===== config.mk =====
export PLATFORM = sky130hd
export DESIGN_NAME = painterengine_gpu_dvi_fetch
export DESIGN_NICKNAME = d
export VERILOG_FILES = /design/src/rtl/painterengine_gpu_pkg.sv /design/src/rtl/painterengine_gpu_sync_fifo.sv /design/src/rtl/painterengine_gpu_dvi_fetch.sv
export SDC_FILE = /design/constraint.sdc
export NUM_CORES = 2
export LEC_CHECK = 0
export BUFFER_PORTS_ARGS = -buffer_cell sky130_fd_sc_hd__buf_2
export CORE_MARGIN = 2
export CORE_UTILIZATION = 55
export CTS_BUF_LIST = sky130_fd_sc_hd__clkbuf_8
export CTS_CLUSTER_SIZE = 28
export DETAILED_ROUTE_END_ITERATION = 6
export PLACE_DENSITY = 0.72
export SLEW_MARGIN = 5
export SYNTH_ARGS = -nofsm -noshare
export SYNTH_HDL_FRONTEND = slang
export SYNTH_SLANG_ARGS = --single-unit

===== constraint.sdc =====
create_clock -name i_wire_pixel_clock -period 6.68 [get_ports i_wire_pixel_clock]
set_input_delay 0.334 -clock i_wire_pixel_clock [delete_from_list [all_inputs] [get_ports i_wire_pixel_clock]]
set_output_delay 0.334 -clock i_wire_pixel_clock [all_outputs]
set_load 0.01 [all_outputs]

===== src/rtl/painterengine_gpu_pkg.sv =====
// Shared constants for the painterengine GPU blocks: fetch FSM encodings,
// the read-address stride and the frame-size helper.
package painterengine_gpu_pkg;

  localparam logic [1:0] ST_IDLE  = 2'd0;
  localparam logic [1:0] ST_FETCH = 2'd1;
  localparam logic [1:0] ST_DRAIN = 2'd2;
  localparam logic [1:0] ST_DONE  = 2'd3;

  localparam logic [31:0] ADDR_STRIDE = 32'd4;

  function automatic logic [31:0] frame_total(input logic [15:0] width, input logic [15:0] height);
    return 32'(width) * 32'(height);
  endfunction

endpackage


===== src/rtl/painterengine_gpu_sync_fifo.sv =====
// Single-clock FIFO with combinational head; pointers wrap naturally because
// the depth is a power of two.
module painterengine_gpu_sync_fifo #(
  parameter int PARAM_WIDTH = 32,
  parameter int PARAM_DEPTH = 16
) (
  input  logic                         i_wire_pixel_clock,
  input  logic                         i_wire_resetn,
  input  logic                         i_wire_push,
  input  logic [PARAM_WIDTH-1:0]       i_wire_push_data,
  input  logic                         i_wire_pop,
  output logic [PARAM_WIDTH-1:0]       o_wire_head,
  output logic [$clog2(PARAM_DEPTH):0] o_wire_count,
  output logic                         o_wire_full,
  output logic                         o_wire_empty
);

  localparam int AW = $clog2(PARAM_DEPTH);

  logic [PARAM_WIDTH-1:0] mem [PARAM_DEPTH];
  logic [AW-1:0]          wr_ptr;
  logic [AW-1:0]          rd_ptr;
  logic [AW:0]            count;
  logic                   do_push;
  logic                   do_pop;

  assign o_wire_full  = (count == (AW+1)'(PARAM_DEPTH));
  assign o_wire_empty = (count == '0);
  assign o_wire_count = count;
  assign o_wire_head  = mem[rd_ptr];
  assign do_push      = i_wire_push && !o_wire_full;
  assign do_pop       = i_wire_pop && !o_wire_empty;

  always_ff @(posedge i_wire_pixel_clock) begin
    if (do_push) mem[wr_ptr] <= i_wire_push_data;
  end

  always_ff @(posedge i_wire_pixel_clock or negedge i_wire_resetn) begin
    if (!i_wire_resetn) begin
      wr_ptr <= '0;
      rd_ptr <= '0;
      count  <= '0;
    end else begin
      if (do_push) wr_ptr <= wr_ptr + AW'(1);
      if (do_pop)  rd_ptr <= rd_ptr + AW'(1);
      case ({do_push, do_pop})
        2'b10:   count <= count + (AW+1)'(1);
        2'b01:   count <= count - (AW+1)'(1);
        default: count <= count;
      endcase
    end
  end

endmodule


===== src/rtl/painterengine_gpu_dvi_fetch.sv =====
// Frame fetcher: streams clip_width*clip_height words from memory into a
// pixel FIFO that the DVI timing stage drains one pixel per next_rgb.
//
// state    | meaning
// IDLE     | waiting for the first start after reset
// FETCH    | issuing reads, throttled by fifo_count + outstanding
// DRAIN    | all reads accepted, waiting for the last pixel to be popped
// DONE     | frame complete; done held until the next accepted start
module painterengine_gpu_dvi_fetch
  import painterengine_gpu_pkg::*;
#(
  parameter int PARAM_DATA_WIDTH = 32,
  parameter int PARAM_FIFO_DEPTH = 16
) (
  input  logic                        i_wire_pixel_clock,
  input  logic                        i_wire_resetn,
  input  logic                        i_wire_start,
  input  logic [31:0]                 i_wire_frame_base,
  input  logic [15:0]                 i_wire_clip_width,
  input  logic [15:0]                 i_wire_clip_height,
  output logic                        o_wire_mem_req,
  output logic [31:0]                 o_wire_mem_addr,
  input  logic                        i_wire_mem_ack,
  input  logic                        i_wire_mem_rvalid,
  input  logic [PARAM_DATA_WIDTH-1:0] i_wire_mem_rdata,
  input  logic                        i_wire_next_rgb,
  output logic [PARAM_DATA_WIDTH-1:0] o_wire_rgba,
  output logic                        o_wire_rgba_valid,
  output logic                        o_wire_busy,
  output logic                        o_wire_done,
  output logic                        o_wire_underflow
);

  localparam int CW = $clog2(PARAM_FIFO_DEPTH) + 1;

  logic [1:0]                  state;
  logic [31:0]                 total;
  logic [31:0]                 req_cnt;
  logic [31:0]                 pop_cnt;
  logic [CW-1:0]               outstanding;
  logic [CW-1:0]               fifo_count;
  logic [PARAM_DATA_WIDTH-1:0] fifo_head;
  logic                        fifo_full;
  logic                        fifo_empty;
  logic                        start_ok;
  logic                        accept;
  logic                        fifo_pop;
  logic [31:0]                 new_total;

  assign new_total   = frame_total(i_wire_clip_width, i_wire_clip_height);
  assign o_wire_busy = (state == ST_FETCH) || (state == ST_DRAIN);
  assign o_wire_done = (state == ST_DONE);
  assign start_ok    = i_wire_start && ((state == ST_IDLE) || (state == ST_DONE));
  assign fifo_pop    = i_wire_next_rgb && o_wire_busy && !fifo_empty;

  // Credit check counts reads already in flight so a return never meets a full FIFO.
  assign o_wire_mem_req = (state == ST_FETCH) && !fifo_full &&
                          (({1'b0, fifo_count} + {1'b0, outstanding}) < (CW+1)'(PARAM_FIFO_DEPTH));
  assign accept         = o_wire_mem_req && i_wire_mem_ack;

  assign o_wire_rgba_valid = !fifo_empty;
  assign o_wire_rgba       = fifo_empty ? '0 : fifo_head;

  painterengine_gpu_sync_fifo #(
    .PARAM_WIDTH (PARAM_DATA_WIDTH),
    .PARAM_DEPTH (PARAM_FIFO_DEPTH)
  ) u_fifo (
    .i_wire_pixel_clock (i_wire_pixel_clock),
    .i_wire_resetn      (i_wire_resetn),
    .i_wire_push        (i_wire_mem_rvalid),
    .i_wire_push_data   (i_wire_mem_rdata),
    .i_wire_pop         (fifo_pop),
    .o_wire_head        (fifo_head),
    .o_wire_count       (fifo_count),
    .o_wire_full        (fifo_full),
    .o_wire_empty       (fifo_empty)
  );

  always_ff @(posedge i_wire_pixel_clock or negedge i_wire_resetn) begin
    if (!i_wire_resetn) begin
      state            <= ST_IDLE;
      total            <= '0;
      req_cnt          <= '0;
      pop_cnt          <= '0;
      outstanding      <= '0;
      o_wire_mem_addr  <= '0;
      o_wire_underflow <= 1'b0;
    end else begin
      outstanding <= outstanding + CW'(accept) - CW'(i_wire_mem_rvalid);
      if (start_ok) begin
        total            <= new_total;
        o_wire_mem_addr  <= i_wire_frame_base;
        req_cnt          <= '0;
        pop_cnt          <= '0;
        o_wire_underflow <= 1'b0;
        state            <= (new_total == '0) ? ST_DONE : ST_FETCH;
      end else begin
        if (accept) begin
          o_wire_mem_addr <= o_wire_mem_addr + ADDR_STRIDE;
          req_cnt         <= req_cnt + 32'd1;
        end
        if (fifo_pop) pop_cnt <= pop_cnt + 32'd1;
        if (i_wire_next_rgb && o_wire_busy && fifo_empty) o_wire_underflow <= 1'b1;
        case (state)
          ST_FETCH: if (accept && (req_cnt + 32'd1 == total)) state <= ST_DRAIN;
          ST_DRAIN: if (fifo_pop && (pop_cnt + 32'd1 == total)) state <= ST_DONE;
          default:  state <= state;
        endcase
      end
    end
  end

endmodule


======== Yosys cells after proc, flatten, opt, wreduce, memory -nomap -nowiden ========
Memory sizes are Yosys's and may differ from the RTL's.
Index checks and enable logic that the tools add are counted.
storage, ports and cells
  logic and storage cells ................. 74
  input port bits ......................... 102
  bits in writable memories ............... 512
  register bits after elaboration ......... 149
  memories ................................ 1
memories
  memory      depth  width  read ports  clocked after Yosys merged registers in  write ports  RTL line                           source
  u_fifo.mem  16     32     1           0                                        1            painterengine_gpu_sync_fifo.sv:20  logic [PARAM_WIDTH-1:0] mem [PARAM_DEPTH];
cells by class
  reduce and logical (&&, ||, !) cells .... 24
  equal/unequal tests ..................... 10
  multiply operators ...................... 1
  multiplexer cells ....................... 17
  add/sub/neg operators ................... 10
  magnitude comparators ................... 1
operators with widths
  operator               number
  $mux 32                7
  $add 32x1->32 const B  2
  $eq 32x32->1           2
  $add 32x3->32 const B  1
  $logic_not 32->1       1
  $mul 16x16->32         1
  $logic_and 1x1->1      11
  $pmux 5 s2             1
  $add 4x1->4 const B    2
  $mux 2                 4
  $reduce_bool 2->1      4
  $add 5x5->6            1
  $eq 2x2->1 const B     3
  $lt 6x5->1 const B     1
  $ne 3x2->1 const B     2
  $add 5x1->5            1
  $add 5x1->5 const B    1
  $eq 5x5->1 const B     1
  $logic_not 5->1        1
  $sub 5x1->5            1
  $sub 5x1->5 const B    1
  $eq 2x1->1 const B     2
  $mux 1                 4
  $pmux 2 s2             1
  other kinds (5)        7

======== Logic depth before layout (Yosys ltp) ========
  word-level depth ........................ 9
  depth in mapped cells ................... 24
  depth with buffers taken out ............ 22

======== Modules after synthesis ========
A second synthesis with hierarchy kept.
second synthesis, totals
  cell total of the unflattened synthesis .. 3080
  area total of the unflattened synthesis .. 37790.0 µm²
by module, submodules not included
  module                       seq. area each (µm²)  area an instance (µm²)  cells an instance  instances
  painterengine_gpu_sync_fifo  15700.1               20392.1                 1012               1
  painterengine_gpu_dvi_fetch  3403.3                17397.9                 2068               1

======== Least setup slack after synthesis ========
Ideal clock, no wire load.
  path kind ............................... in2reg
  start point ............................. in i_wire_clip_height[7]
  end point ............................... reg state[1]
  stages .................................. 23
  buffers on the path ..................... 2
  data arrival time ....................... 6.088 ns
  data required time ...................... 6.594 ns
  slack ................................... 0.507 ns
  cell sequence ........................... clkbuf_1 > nand2_1 > fa_1 > inv_1 > fa_1 > inv_1 > fa_1 > inv_1 > fa_1 > fa_1 > inv_1 > fa_1 > inv_1 > ha_1 > clkbuf_1 > nand4_1 > a211oi_1 > o21ai_0 > a2111oi_0 > nand4_1 > nor4b_1 > nand4_1 > a32oi_1
between the ends
  longest elaborated chain between the ends .. 4
RTL lines
  item                  RTL line                            source
  start, declared       painterengine_gpu_dvi_fetch.sv:20   input logic [15:0] i_wire_clip_height,
  $mul 16x16->32        painterengine_gpu_pkg.sv:13         return 32'(width) * 32'(height);
  $logic_not 32->1      painterengine_gpu_dvi_fetch.sv:96   state <= (new_total == '0) ? ST_DONE : ST_FETCH;
  $mux 2                painterengine_gpu_dvi_fetch.sv:96
  $mux 2                painterengine_gpu_dvi_fetch.sv:90   if (start_ok) begin
  end signal, assigned  painterengine_gpu_dvi_fetch.sv:96
  end signal, assigned  painterengine_gpu_dvi_fetch.sv:107  default: state <= state;
  end, declared         painterengine_gpu_dvi_fetch.sv:36   logic [1:0] state;
Every way passes these cells.
A chain may end at the register's enable or synchronous reset.

======== Worst setup path in the final report ========
Same ends and word-level chain as after synthesis.

==> reports/results.txt <==
pin count of the biggest net entering global routing - 101
max-cap violation count - 0
fin. max-slew vios - 0
Clock Path Buffers - 3
cells after synthesis - 2882
switching part of the total - 42.60%
Flop pwr share - 28.6%
Power Dens Cells - 469.4 nW/um^2
Routed wire per std cell - 21.77 microns
post-CTS setup buffer count - 0
worst-margin pin slew - 1.150 ns
post-route cell area - 41950 sq um
I/O Buffers - 170
vias in the first global route - 24810
Placer Congestion - 0.9161
combinational group share of total power - 55.4%
Via density - 5.932
Worst Path Max Fanout - 16
CP startpoint - i_wire_clip_height[7]
status - completed
Final nets - 3540
GRT overflow - 0
Iter 0 DRT Violations - 2121
DRC - 0
Setup TNS - 0 ns
Hold Path Class - in2reg
critical path class - in2reg
Die W - 265.3 microns
Clock Skews - 0.05602 ns
Layout area overhead - 11.68%
Startpoint Class - input port
Worst slew margin - 23.32%
Leakage - 16.35 nW
register area share after synthesis - 50.85%
Arr. time, crit path - 6.82 ns
Fmax - 0.1603 GHz
Psw - 8.389 mW
Clock Tree Root - clkbuf_8
cell with the most instances after synthesis - edfxtp_1
Syn Nets - 3308
maximum vdd ir drop - 0.5203 mV
Tcrit/Tclk final - 93.36%
Post-Route Utilization - 62.25%
area of the core - 67400 sq um
CP required - 7.27 ns
Setup crit end kind - flop
Final Hold Fails - 0
ANT nets after route - 0
initial antenna violation count - 4
RSZ-0062 raised after global routing - false
synthesized cell area - 37560 sq um
DPL Wire Length - 57940 microns
share of the synthesized area in the top cell type - 40.93%
post-synth top area cell - edfxtp_1
main area contributors after synthesis - edfxtp_1 (41%), fa_1 (10%), dfrtp_1 (9.9%)
TritonRoute pass-1 iters - 6
ys async rst share - 22.54%
# setup viols final - 0
Clk pwr share - 16.0%
Syn Area/Cell - 13.03 sq um
Post-synth EDFFs - 512
I/O pins - 171
Yosys cell types - 82
Starting Density - 55.74%
die height - 265.3 microns
Total GRT Usage - 25.80%
Worst-path clk slew - 0.06 ns
Pint - 11.31 mW
clk sink count - 661
share of cells above drive strength 1 - 17.46%
Synth Warn # - 0
TritonCTS clock tree - yes
first-pass GRT wire length - 140100 microns
full die area - 70410 sq um
Skew-Pair Late Insertion Delay - 0.72 ns
Final min period - 6.236 ns
num rows - 95
min-delay src - i_wire_mem_rvalid
DRT Wirelength - 88650 microns
TritonCTS Buffers - 101
predominant post-synthesis flop cell - edfxtp_1
reg2reg start - req_cnt[0]
Commonest cells post-synth - edfxtp_1 (512), nand2_1 (320), inv_1 (260)
final hold slack - 0.1379 ns
synthesized flop and latch total - 661
H-tree depth - 3
dpl cell area - 39370 sq um
via count - 24160
[flip-flops by register name, indices dropped and copies added, names as in the netlist]
name and flops:
pop_cnt 32, o_wire_mem_addr 32, total 32, state 2
o_wire_underflow 1, u_fifo.o_wire_count 5, req_cnt 32, u_fifo.mem 512
u_fifo.rd_ptr 4, u_fifo.wr_ptr 4, outstanding 5
[per-stage QoR]
step | setup slack [ns] | total power [mW] | cells
finish | 0.4435 | 19.69 | 4073
global route | 0.3390 | 21.17 | 4071
CTS | 0.7153 | 19.90 | 4069
detailed placement | 0.0008038 | 16.64 | 3818
global placement | 0.09009 | 16.49 | 3818
floorplan | 0.5068 | 13.26 | 2882
[metal layers]
| metal | vias to the layer above | wire (microns) | global-route usage, % |
|---|---|---|---|
| met1 | 12310 | 35960 | 34.96 |
| met2 | 936 | 44580 | 43.09 |
| met3 | 184 | 5703 | 4.407 |
| met4 | 4 | 2385 | 7.879 |
| li1 | 10730 | - | - |
| met5 | - | 27 | 0 |
[final timing paths]
| path | cells after the start | endpoint | slack (ns) |
|---|---|---|---|
| setup / recovery | 22 | state[1] | 0.44 |
| hold / removal | 4 | outstanding[1] | 0.14 |
| setup reg to reg | 10 | state[1] | 2.56 |
| hold reg to reg | 2 | o_wire_underflow | 0.49 |
| max in group asynchronous | 3 | pop_cnt[22] | 5.09 |
| min in group asynchronous | 2 | o_wire_mem_addr[28] | 0.29 |
[critical path, stage by stage]
cell and delay, ns:
buf_2 0.29, nand2_1 0.13, fa_1 0.55, inv_1 0.06, fa_1 0.50, inv_1 0.06, fa_1 0.55, inv_1 0.06
fa_1 0.45, fa_1 0.50, inv_1 0.05, fa_1 0.48, inv_1 0.04, ha_1 0.29, a21o_1 0.18, o21bai_1 0.25
or3_1 0.37, a2111oi_0 0.72, nand4_1 0.18, nor4b_1 0.40, nand4_1 0.16, a32oi_1 0.24
[kinds of logic (layout without fill, tap and decap cells)]
logic type	count (synthesis)	count (layout)	share of synthesized area (%)
DFF	661	661	50.85
buffers and inverters	412	726	4.247
muxes	170	170	9.879
adders and majority gates	324	324	14.71
AOI/OAI and AO/OA	303	303	5.046
xor gates and xnor gates	178	178	4.150
other	0	4	0
and+or+nand+nor	834	834	11.11
[cell usage in the layout, fill, tap and decap left out, types with 43 or more instances in the layout]
cell,n
fa_1,196
dfrtp_1,145
o21ai_0,125
dlygate4sd3_1,66
nor2_1,99
inv_1,292
buf_2,169
nand4_1,43
nand3_1,55
and2_1,161
xor2_1,74
nand2_1,318
edfxtp_1,512
xnor2_1,104
buf_4,44
mux4_2,160
ha_1,128
clkbuf_8,105
a21oi_1,49
[power groups by stage]
stage	sequential, mW	clock (mW)	combinational, mW
3_3_place_gp	5.67	0	10.8
2_1_floorplan	5.40	0	7.86
3_5_place_dp	5.71	0	10.9
6_report	5.63	3.16	10.9
5_1_grt	5.70	3.41	12.1
4_1_cts	5.63	3.24	11.0
[cell type report]
type	instances	area [sq um]
antenna	4	10.01
clock buffer	105	1445
clock inverter	80	465.4
fill	5011	25440
inverter	260	975.9
multi-input combinational	1809	16980
sequential	661	19110
tap	873	1092
timing repair buffer	281	1868
[what timing repair did]
action                                 in CTS  in global routing
hold buffers                               66                  0
resized for setup                           0                  0
endpoints found under the hold margin     644                  0
Note: power is estimated with default switching activity, not from simulation.
